==> src/rtl/approx_adder_arbiter.sv <==
// Round-robin arbiter in front of one shared SIZE-bit approximate ripple-carry adder, with a one-entry result buffer.
// An approximated bit computes sum=a^b and carry=a&b and ignores its carry-in. APPROX_LVL_CLAMP_EN limits the level to MAX_APPROX.
module approx_adder_arbiter #(
  parameter int SIZE       = 8,
  parameter int NREQ       = 4,
  parameter int LVLW       = $clog2(SIZE+1),
  parameter int MAX_APPROX = SIZE/2
) (
  input  logic                     clk,
  input  logic                     rst,
  input  logic [NREQ-1:0]          req_valid,
  output logic [NREQ-1:0]          req_ready,
  input  logic [NREQ*SIZE-1:0]     req_a,
  input  logic [NREQ*SIZE-1:0]     req_b,
  input  logic [NREQ-1:0]          req_cin,
  input  logic [NREQ*LVLW-1:0]     req_lvl,
  output logic                     res_valid,
  input  logic                     res_ready,
  output logic [SIZE:0]            res_sum,
  output logic                     res_cout,
  output logic [$clog2(NREQ)-1:0]  res_id,
  output logic [LVLW-1:0]          res_lvl
);

  localparam int IDW = $clog2(NREQ);
`ifdef APPROX_LVL_CLAMP_EN
  localparam logic [LVLW-1:0] LVL_LIM = LVLW'((MAX_APPROX < SIZE) ? MAX_APPROX : SIZE);
`else
  localparam logic [LVLW-1:0] LVL_LIM = LVLW'(SIZE);
`endif

  logic             res_valid_r;
  logic [SIZE:0]    res_sum_r;
  logic             res_cout_r;
  logic [IDW-1:0]   res_id_r;
  logic [LVLW-1:0]  res_lvl_r;
  logic [IDW-1:0]   rr_ptr_r;

  logic             can_accept_s;
  logic             gnt_found_s;
  logic [IDW-1:0]   gnt_idx_s;
  logic [NREQ-1:0]  req_ready_s;
  logic             xfer_s;
  logic [SIZE-1:0]  op_a_s;
  logic [SIZE-1:0]  op_b_s;
  logic             op_cin_s;
  logic [LVLW-1:0]  lvl_raw_s;
  logic [LVLW-1:0]  lvl_eff_s;
  logic [SIZE-1:0]  approx_en_s;
  logic [SIZE:0]    carry_s;
  logic [SIZE:0]    sum_s;

  // Round-robin search starting at rr_ptr, one-hot grant only when the buffer can take a result
  always_comb begin
    can_accept_s = !res_valid_r || res_ready;
    gnt_found_s  = 1'b0;
    gnt_idx_s    = '0;
    for (int i = 0; i < NREQ; i++) begin
      if (!gnt_found_s && req_valid[(int'(rr_ptr_r) + i) % NREQ]) begin
        gnt_found_s = 1'b1;
        gnt_idx_s   = IDW'((int'(rr_ptr_r) + i) % NREQ);
      end else begin
        gnt_found_s = gnt_found_s;
      end
    end
    if (rst || !can_accept_s || !gnt_found_s) begin
      req_ready_s = '0;
    end else begin
      req_ready_s = {{(NREQ-1){1'b0}}, 1'b1} << gnt_idx_s;
    end
  end

  assign req_ready = req_ready_s;
  assign xfer_s    = |(req_valid & req_ready_s);

  // Granted operand mux, level saturation and the approximate ripple-carry chain
  always_comb begin
    op_a_s    = req_a[int'(gnt_idx_s)*SIZE +: SIZE];
    op_b_s    = req_b[int'(gnt_idx_s)*SIZE +: SIZE];
    op_cin_s  = req_cin[gnt_idx_s];
    lvl_raw_s = req_lvl[int'(gnt_idx_s)*LVLW +: LVLW];
    if (lvl_raw_s > LVL_LIM) begin
      lvl_eff_s = LVL_LIM;
    end else begin
      lvl_eff_s = lvl_raw_s;
    end
    carry_s    = '0;
    sum_s      = '0;
    carry_s[0] = op_cin_s;
    for (int i = 0; i < SIZE; i++) begin
      approx_en_s[i] = (int'(lvl_eff_s) > i);
      if (approx_en_s[i]) begin
        sum_s[i]     = op_a_s[i] ^ op_b_s[i];
        carry_s[i+1] = op_a_s[i] & op_b_s[i];
      end else begin
        sum_s[i]     = op_a_s[i] ^ op_b_s[i] ^ carry_s[i];
        carry_s[i+1] = (op_a_s[i] & op_b_s[i]) | (carry_s[i] & (op_a_s[i] ^ op_b_s[i]));
      end
    end
    // Sign bit of sext(a)+sext(b): the extension bits repeat the MSBs and absorb the MSB carry-out
    sum_s[SIZE] = op_a_s[SIZE-1] ^ op_b_s[SIZE-1] ^ carry_s[SIZE];
  end

  // Result buffer and round-robin pointer; a drain and a new load may share one edge
  always_ff @(posedge clk or posedge rst) begin
    if (rst) begin
      res_valid_r <= 1'b0;
      res_sum_r   <= '0;
      res_cout_r  <= 1'b0;
      res_id_r    <= '0;
      res_lvl_r   <= '0;
      rr_ptr_r    <= '0;
    end else if (xfer_s) begin
      res_valid_r <= 1'b1;
      res_sum_r   <= sum_s;
      res_cout_r  <= carry_s[SIZE];
      res_id_r    <= gnt_idx_s;
      res_lvl_r   <= lvl_eff_s;
      rr_ptr_r    <= (gnt_idx_s == IDW'(NREQ-1)) ? '0 : gnt_idx_s + IDW'(1);
    end else if (res_ready) begin
      res_valid_r <= 1'b0;
    end else begin
      res_valid_r <= res_valid_r;
    end
  end

  assign res_valid = res_valid_r;
  assign res_sum   = res_sum_r;
  assign res_cout  = res_cout_r;
  assign res_id    = res_id_r;
  assign res_lvl   = res_lvl_r;

endmodule

==> config.mk <==
export PLATFORM = sky130hd
export DESIGN_NAME = approx_adder_arbiter
export DESIGN_NICKNAME = d
export VERILOG_FILES = /design/src/rtl/approx_adder_arbiter.sv
export SDC_FILE = /design/constraint.sdc
export NUM_CORES = 1
export LEC_CHECK = 0
export CAP_MARGIN = 20
export CORE_MARGIN = 3
export CORE_UTILIZATION = 36
export CTS_CLUSTER_SIZE = 40
export DETAILED_ROUTE_END_ITERATION = 10
export PLACE_DENSITY = 0.75
export SETUP_SLACK_MARGIN = 0.15
export SKIP_LAST_GASP = 1
export SYNTH_ARGS = -nofsm -noshare
export SYNTH_HDL_FRONTEND = slang
export SYNTH_SLANG_ARGS = --single-unit
==> constraint.sdc <==
create_clock -name clk -period 5.8 [get_ports clk]
set_input_delay 0.87 -clock clk [delete_from_list [all_inputs] [get_ports clk]]
set_output_delay 0.87 -clock clk [all_outputs]
set_load 0.01 [all_outputs]
==> run_results.csv, run 1 <==
group,metric,value,unit
detailed_routing,viasPerCell,5.06,
floorplan,ios,112,
timing,maxSlewViolCount,0,
synthesis,synth_seq_cells,19,
setup_path,setup.worst_path.end_class,"flop",
timing,hold_viol,0,
timing,max_freq,0.170,GHz
detailed_routing,ant_nets,0,
global_route,grt-ovfl-total,0,
timing,tightestPinTransition,754,ps
floorplan,die_area,6870,um^2
place,port_buffers,111,
min_path,hp-class,"flop to flop",
timing,period_minus_slack,5870,ps
synthesis,netlist_area,2130,um^2
synthesis,ys.flop_type,"dfrtp_1",
synthesis,syn_inst,230,
setup_path,cp_slowest_cell,"fa_2",
floorplan,start_util,37.9,%
detailed_routing,drc_errors,0,
setup_path,cp_common_cell,"fa_2",
timing,relSlewSlack,49.6,%
timing,rsz0062_at_grt,"true",
clock_tree,clock_insertion_delay_worst_skew,260,ps
timing,setup_viol,2,
clock_tree,cts-root-buf,"clkbuf_8",
clock_tree,clk_pin_slew,70,ps
clock_tree,cts_buffers,3,
setup_path,cp.depth,29,
timing,period_share,101,%
floorplan,die_h,82.9,um
detailed_routing,dr.pass1.iters,4,
setup_path,critPathArrivalTime,6020,ps
synthesis,synthArstFlopShare,100,%
layout,finalNetCount,490,
clock_tree,cts_tree,"done",
synthesis,yosysTopAreaCell,"dfrtp_1",
clock_tree,clkSinkCount,19,
synthesis,yosysMostFrequentCell,"mux2i_1",
layout,diodes,0,
layout,final-instance-count-excl-fill,450,
global_route,grt_pass1_vias,2333,
setup_path,start_kind,"primary input",
detailed_routing,wire_per_inst,14.7,um
setup_path,path_buf_inv,4,
synthesis,synthTopCellsByArea,"dfrtp_1, mux2i_1, fa_1",
clock_tree,cts_buffer_depth,2,
floorplan,die_width,82.9,um
timing,clock_skew,2.31,ps
synthesis,synth.distinct_cells,39,
place,place_hpwl,5.02,mm
synthesis,synth_area_per_cell,9.25,um^2
setup_path,path_delay_family,"adder cells",
detailed_routing,vias,2278,
setup_path,critical-path-max-stage-delay,400,ps
global_route,antenna_found_initial,0,
synthesis,synth-edff-count,0,
floorplan,core,5610,um^2
global_route,grt_usage,19.1,%
pwr,power.leakage,1.69,nW
detailed_routing,drtIter0Drc,77,
pwr,p_total,1.57,mW
synthesis,synth_commonest_cells,"mux2i_1, nand2_1, dfrtp_1, inv_1, ha_1",
clock_tree,postCtsHoldBufs,0,
setup_path,worstPathRequired,5950,ps
synthesis,syn_nets,341,
setup_path,ff2ff_path_depth,27,
synthesis,yosysTopAreaCellShare,22.4,%
flow_run,drv_cap,0,
place,dp.cells,428,
setup_path,crit_fanout,5,
layout,drive_above_1_share,26.5,%
setup_path,crit_type,"primary input to flop",
min_path,whs_path_depth,2,
detailed_routing,routed_wl,6.63,mm
status,status,"complete, but fails checks",
timing,fin_ws,-70.3,ps
clock_tree,cts_max_level,1,
status,violations,"setup timing",
setup_path,r2r_slack,250,ps
pwr,p_per_area,405,nW/um^2
global_route,grt_pass1_wl,11.0,mm
synthesis,yosysWarnings,0,
place,gp_congestion,0.823,
global_route,grt_start_max_net_pins,36,
pwr,peakVddDrop,0.172,mV
floorplan,num_rows,27,
layout,syn2layout_area_growth,82.2,%
synthesis,ys_seq_area_share,22.4,%
==> flip-flops by register name (all words and copies together), names as in the netlist <==
signal	count
res_sum	9
res_valid	1
res_id	2
res_lvl	4
rr_ptr_r	2
res_cout	1
==> worst reg2reg max path: cells and delay by family (launching register included) <==
family	cells	cell delay, ps
buffers and inverters	2	200
flip-flops	1	480
adder cells (fa/ha/maj)	8	2700
AND/OR/NAND/NOR	6	510
AO/OA/AOI/OAI	8	920
multiplexers	3	630
==> metal layers <==
layer | track usage, % | part of all wire, % | wire, um | up-vias
met5 | 0 | 0 | 0 | -
met4 | 5.05 | 1.1 | 76 | 0
met1 | 24.2 | 42 | 2820 | 1055
met2 | 32.9 | 49 | 3280 | 94
li1 | - | - | - | 1122
met3 | 3.67 | 6.9 | 457 | 7
==> area by class of cell <==
| cell class | instances | area (um^2) |
|---|---|---|
| fillers | 491 | 1730 |
| inverters | 21 | 97.6 |
| clock inverters | 1 | 5.00 |
| clock buffers | 3 | 41.3 |
| repair buffers | 156 | 1500 |
| multi-input cells | 178 | 1660 |
| well taps | 72 | 90.1 |
| flip-flops and latches | 19 | 475 |
==> cell families after synthesis <==
family / after synthesis / share of synthesized area [%]
buffers and inverters: 33 / 6.47
AOI/OAI and AO/OA: 46 / 15.5
xor gates and xnor gates: 1 / 0.412
DFF: 19 / 22.4
and+or+nand+nor: 52 / 11.3
muxes: 59 / 29.4
adders and majority gates: 20 / 14.6
==> what timing repair did <==
item,in CTS,in global routing
gates cloned,1,0
pin swaps,18,13
hold endpoints to repair,0,0
setup endpoints to repair,5,4
resized for setup,24,20
buffers inserted,12,4
==> where the power goes <==
| group | leakage [nW] | switching, mW | internal (mW) |
|---|---|---|---|
| sequential | 0.237 | 0.0364 | 0.192 |
| combinational | 1.43 | 0.577 | 0.671 |
| clock | 0.0255 | 0.0463 | 0.0478 |
| total | 1.69 | 0.660 | 0.910 |
==> through the flow <==
step	setup TNS (ps)	util (%)	area [um^2]	setup slack (ps)	hold WS (ps)
4_1_cts	-364	67.3	3770	-189	481
3_3_place_gp	-3450	63.5	3560	-964	460
6_report	-81.3	69.1	3870	-70.3	475
5_1_grt	-749	69.1	3870	-331	518
2_1_floorplan	-191	-	2250	-174	516
3_5_place_dp	-3800	63.5	3560	-1030	465
==> placed cells by master (no fill, tap or decap), types with 4 or more instances in the layout <==
master,n
a211oi_1,4
a21oi_1,7
and2_1,6
buf_4,37
buf_6,4
clkdlybuf4s50_1,107
dfrtp_1,19
fa_2,8
ha_1,11
inv_1,19
mux2_2,6
mux2_4,6
mux2i_1,41
mux2i_2,5
nand2_1,22
nand3_1,6
nor2_1,4
nor2_2,4
nor2b_1,5
o21ai_0,4
o21ai_1,5
o311ai_1,4
==> path summary, 6_finish.rpt <==
| path | startpoint | endpoint |
|---|---|---|
| setup / recovery | req_valid[2] | res_sum[7]$_DFFE_PP0P_ |
| hold / removal | res_lvl[1]$_DFFE_PP0P_ | res_lvl[1]$_DFFE_PP0P_ |
| setup reg to reg | rr_ptr_r[0]$_DFFE_PP0P_ | res_sum[7]$_DFFE_PP0P_ |
| hold reg to reg | res_lvl[1]$_DFFE_PP0P_ | res_lvl[1]$_DFFE_PP0P_ |
| max in group asynchronous | rst | res_lvl[3]$_DFFE_PP0P_ |
| min in group asynchronous | rst | res_lvl[0]$_DFFE_PP0P_ |
No activity file was read; power rests on OpenSTA's default activity.
==> inputs of run 2 (changes only) <==
--- a/config.mk
+++ b/config.mk
@@ -13,6 +13,7 @@
 export PLACE_DENSITY = 0.75
 export SETUP_SLACK_MARGIN = 0.15
 export SKIP_LAST_GASP = 1
+export SLEW_MARGIN = 20
 export SYNTH_ARGS = -nofsm -noshare
 export SYNTH_HDL_FRONTEND = slang
 export SYNTH_SLANG_ARGS = --single-unit
==> run_results.csv, run 2 (synthesized netlist as in run 1, its figures left out) <==
group,metric,value,unit
floorplan,die_width,82.9,um
layout,syn2layout_area_growth,81.6,%
timing,setup_tns,-116,ps
clock_tree,cts_max_level,1,
setup_path,crit_fanout,5,
layout,final-instance-count-excl-fill,449,
timing,clock_skew,2.31,ps
timing,rsz0062_at_grt,"true",
global_route,grt_usage,19.1,%
status,violations,"setup timing",
setup_path,critPathArrivalTime,6020,ps
pwr,peakVddDrop,0.173,mV
global_route,grt_start_max_net_pins,36,
clock_tree,cts_buffers,3,
setup_path,critical-path-max-stage-delay,400,ps
setup_path,cp_common_cell,"fa_2",
floorplan,ios,112,
layout,mostFrequentLayoutCells,"clkdlybuf4s50_1, mux2i_1, buf_4, nand2_1",
layout,largest_reg_flops,9,
clock_tree,cts_buffer_depth,2,
pwr,power.leakage,1.69,nW
pwr,p_per_area,405,nW/um^2
timing,relSlewSlack,49.1,%
clock_tree,clk_pin_slew,70,ps
global_route,met3_usage,3.67,%
min_path,hp-class,"flop to flop",
global_route,grt-ovfl-total,0,
layout,drive_above_1_share,26.5,%
pwr,p_total,1.57,mW
floorplan,die_area,6870,um^2
setup_path,crit_type,"primary input to flop",
global_route,met2_usage,32.9,%
floorplan,core,5610,um^2
setup_path,path_delay_family,"adder cells",
global_route,use_met1,24.2,%
layout,fill_cells,493,
timing,setup_viol,2,
layout,seq_area,475,um^2
timing,tightestPinTransition,762,ps
timing,maxSlewViolCount,0,
floorplan,die_h,82.9,um
timing,hold-worst-slack,476,ps
status,status,"complete, but fails checks",
timing,period_minus_slack,5890,ps
clock_tree,postCtsHoldBufs,0,
clock_tree,clkSinkCount,19,
detailed_routing,drc_errors,0,
global_route,grt_pass1_vias,2333,
layout,layout_commonest_cell,"clkdlybuf4s50_1",
timing,max_freq,0.170,GHz
setup_path,start_kind,"primary input",
layout,finalNetCount,489,
place,port_buffers,111,
setup_path,path_buf_inv,4,
layout,diodes,0,
layout,multi_input_area,1660,um^2
floorplan,start_util,37.9,%
global_route,grt-busiest-layer,"met2",
clock_tree,cts_tree,"done",
detailed_routing,viasPerCell,5.04,
global_route,grt_pass1_wl,11.0,mm
clock_tree,clock_insertion_delay_worst_skew,260,ps
place,dp.cells,428,
detailed_routing,ant_nets,0,
detailed_routing,vias,2264,
detailed_routing,drtIter0Drc,65,
global_route,antenna_found_initial,0,
place,place_hpwl,5.02,mm
clock_tree,cts-root-buf,"clkbuf_8",
flow_run,drv_cap,0,
timing,hold_viol,0,
place,gp_congestion,0.823,
setup_path,setup.worst_path.end_class,"flop",
detailed_routing,wire_per_inst,14.7,um
detailed_routing,dr.pass1.iters,4,
setup_path,worstPathRequired,5930,ps
detailed_routing,routed_wl,6.62,mm
timing,fin_ws,-94.0,ps
floorplan,num_rows,27,
timing,period_share,102,%
setup_path,cp_slowest_cell,"fa_2",
==> run 2: timing repair <==
action                                  4_1_cts  5_1_grt
pin swaps                                    18       11
endpoints found under the setup margin        5        4
gates resized for setup                      24       20
endpoints found under the hold margin         0        0
setup buffers                                12        4
gates cloned                                  1        0
==> run 2: layout make-up <==
cell class,count,share of cell area (%)
Clock buffer,3,1.07
Clock inverter,1,0.130
Inverter,21,2.53
Multi-Input combinational cell,178,43.1
Sequential cell,19,12.3
Tap cell,72,2.33
Timing Repair Buffer,155,38.5
==> run 2: tightest hold or removal path, stage by stage, from the launching register on <==
cell,delay (ps)
dfrtp_1,340
nand2_1,50
o31ai_1,50
==> run 2: layer usage <==
layer | up-vias | wire (um)
li1 | 1120 | -
met1 | 1048 | 2830
met2 | 89 | 3280
met3 | 7 | 433
met4 | 0 | 72
met5 | - | 0
==> run 2: through the flow <==
stage,util [%],setup WS [ps],instance area [um^2]
6_report,68.9,-94.0,3860
5_1_grt,68.9,-360,3860
4_1_cts,67.3,-189,3770
3_5_place_dp,63.5,-1030,3560
3_3_place_gp,63.5,-964,3560
2_1_floorplan,-,-174,2250
==> run 2: power breakdown <==
part           switching [mW]  total, mW  internal (mW)
clock                  0.0469     0.0947         0.0478
sequential             0.0363      0.228          0.192
combinational           0.577       1.24          0.666
==> run 2: final timing paths <==
check | slack (ps) | startpoint | to | depth (start not counted)
setup / recovery | -90 | req_valid[2] | res_sum[7]$_DFFE_PP0P_ | 29
hold / removal | 480 | res_lvl[1]$_DFFE_PP0P_ | res_lvl[1]$_DFFE_PP0P_ | 2
setup reg to reg | 230 | rr_ptr_r[0]$_DFFE_PP0P_ | res_sum[7]$_DFFE_PP0P_ | 27
hold reg to reg | 480 | res_lvl[1]$_DFFE_PP0P_ | res_lvl[1]$_DFFE_PP0P_ | 2
max in group asynchronous | 4230 | rst | res_lvl[3]$_DFFE_PP0P_ | 2
min in group asynchronous | 1100 | rst | rr_ptr_r[1]$_DFFE_PP0P_ | 2
==> inputs of run 3 (changes only) <==
--- a/config.mk
+++ b/config.mk
@@ -10,7 +10,7 @@
 export CORE_UTILIZATION = 36
 export CTS_CLUSTER_SIZE = 40
 export DETAILED_ROUTE_END_ITERATION = 10
-export PLACE_DENSITY = 0.75
+export PLACE_DENSITY_LB_ADDON = 0.25
 export SETUP_SLACK_MARGIN = 0.15
 export SKIP_LAST_GASP = 1
 export SLEW_MARGIN = 20
==> run_results.csv, run 3 (synthesized netlist as in run 1, its figures left out) <==
group,metric,value,unit
layout,mostFrequentLayoutCells,"clkdlybuf4s50_1, mux2i_1, buf_4, nand2_1",
layout,largest_reg_flops,9,
detailed_routing,drtIter0Drc,62,
timing,clock_skew,3.36,ps
layout,diodes,0,
global_route,antenna_found_initial,0,
place,placed_area,3570,um^2
place,pre_cts_ws,-1130,ps
setup_path,start_kind,"primary input",
detailed_routing,ant_nets,0,
layout,finalNetCount,482,
global_route,grt_start_max_net_pins,36,
setup_path,crit_type,"primary input to flop",
detailed_routing,dr.pass1.iters,4,
pwr,peakVddDrop,0.216,mV
timing,setup_viol,3,
layout,design_area,3800,um^2
pwr,p_per_area,406,nW/um^2
status,status,"complete, but fails checks",
floorplan,die_h,82.9,um
timing,period_minus_slack,5940,ps
layout,fill_cells,487,
global_route,grt_pass1_vias,2344,
floorplan,die_width,82.9,um
place,port_buffers,111,
setup_path,setup.worst_path.end_class,"flop",
global_route,grt-ovfl-total,0,
detailed_routing,wire_per_inst,14.2,um
status,violations,"setup timing",
setup_path,critPathArrivalTime,6060,ps
timing,rsz0062_at_grt,"true",
floorplan,ios,112,
clock_tree,clock_insertion_delay_worst_skew,260,ps
floorplan,die_area,6870,um^2
flow_run,drv_cap,0,
global_route,grt_pass1_wl,10.6,mm
timing,hold_viol,0,
floorplan,core,5610,um^2
setup_path,cp_slowest_cell,"fa_2",
timing,relSlewSlack,50.6,%
setup_path,crit_fanout,8,
timing,max_freq,0.168,GHz
clock_tree,cts-root-buf,"clkbuf_8",
clock_tree,cts_buffer_depth,2,
clock_tree,cts_buffers,3,
place,place_hpwl,5.02,mm
layout,layout_commonest_cell,"clkdlybuf4s50_1",
clock_tree,postCtsHoldBufs,0,
global_route,grt_usage,18.1,%
clock_tree,cts_tree,"done",
layout,syn2layout_area_growth,78.8,%
timing,fin_ws,-136,ps
timing,tightestPinTransition,741,ps
detailed_routing,viasPerCell,5.03,
floorplan,start_util,37.9,%
pwr,power.leakage,1.65,nW
timing,maxSlewViolCount,0,
layout,drive_above_1_share,24.1,%
clock_tree,cts_max_level,1,
setup_path,cp_common_cell,"fa_2",
clock_tree,clk_pin_slew,70,ps
clock_tree,clkSinkCount,19,
timing,period_share,102,%
setup_path,worstPathRequired,5930,ps
setup_path,critical-path-max-stage-delay,390,ps
place,gp_congestion,0.807,
detailed_routing,routed_wl,6.26,mm
detailed_routing,drc_errors,0,
floorplan,num_rows,27,
detailed_routing,vias,2223,
min_path,hp-class,"flop to flop",
## run 3: metrics by stage
stage	cells	hold slack [ps]	TNS (ps)	power (mW)	util [%]
finish	442	483	-188	1.54	67.8
global route	442	517	-1250	1.69	67.8
CTS	440	490	-476	1.51	66.7
detailed placement	429	466	-4220	1.34	63.6
global placement	429	462	-3440	1.30	63.6
floorplan	230	516	-191	0.958	-
## run 3: power breakdown
| part | total, mW | internal, mW | switching [mW] |
|---|---|---|---|
| Sequential | 0.233 | 0.192 | 0.0417 |
| Combinational | 1.21 | 0.646 | 0.568 |
| Clock | 0.0958 | 0.0479 | 0.0479 |
| Total | 1.54 | 0.885 | 0.658 |
## run 3: cell type report
class | count | area (um^2) | share of cell area (%)
clock buffers | 3 | 41.3 | 1.09
clock inverters | 1 | 5.00 | 0.132
inverters | 21 | 97.6 | 2.57
multi-input cells | 179 | 1660 | 43.7
flip-flops and latches | 19 | 475 | 12.5
well taps | 72 | 90.1 | 2.37
repair buffers | 147 | 1430 | 37.6
## run 3: timing repair
| action | 4_1_cts | 5_1_grt |
|---|---|---|
| gates resized for setup | 25 | 10 |
| endpoints found under the setup margin | 5 | 4 |
| setup buffers | 5 | 2 |
| cloned | 2 | 0 |
| pin swaps | 20 | 10 |
## run 3: metal layers
layer / wire length (um) / part of all wire, % / track usage (%)
met5: 0 / 0 / 0
met4: 72 / 1.2 / 3.57
met3: 373 / 6.0 / 3.08
met2: 3160 / 51 / 34.0
met1: 2650 / 42 / 21.4
## run 3: worst paths after layout
| path | slack, ps | to | cells past startpoint | startpoint |
|---|---|---|---|---|
| min in group asynchronous | 1060 | res_valid$_DFFE_PP0P_ | 2 | rst |
| max in group asynchronous | 4270 | res_cout$_DFFE_PP0P_ | 2 | rst |
| worst min-delay path | 480 | res_lvl[3]$_DFFE_PP0P_ | 2 | res_lvl[3]$_DFFE_PP0P_ |
| worst min register to register | 480 | res_lvl[3]$_DFFE_PP0P_ | 2 | res_lvl[3]$_DFFE_PP0P_ |
| worst max-delay path | -140 | res_sum[7]$_DFFE_PP0P_ | 29 | req_valid[2] |
| worst max register to register | 130 | res_sum[7]$_DFFE_PP0P_ | 27 | rr_ptr_r[1]$_DFFE_PP0P_ |
## run 3: worst max-delay path: cells and delay by family
kind / cells / cell delay, ps
adder cells (fa/ha/maj): 8 / 2710
AO/OA/AOI/OAI: 9 / 1020
multiplexers: 4 / 650
buffers and inverters: 4 / 430
AND/OR/NAND/NOR: 4 / 370
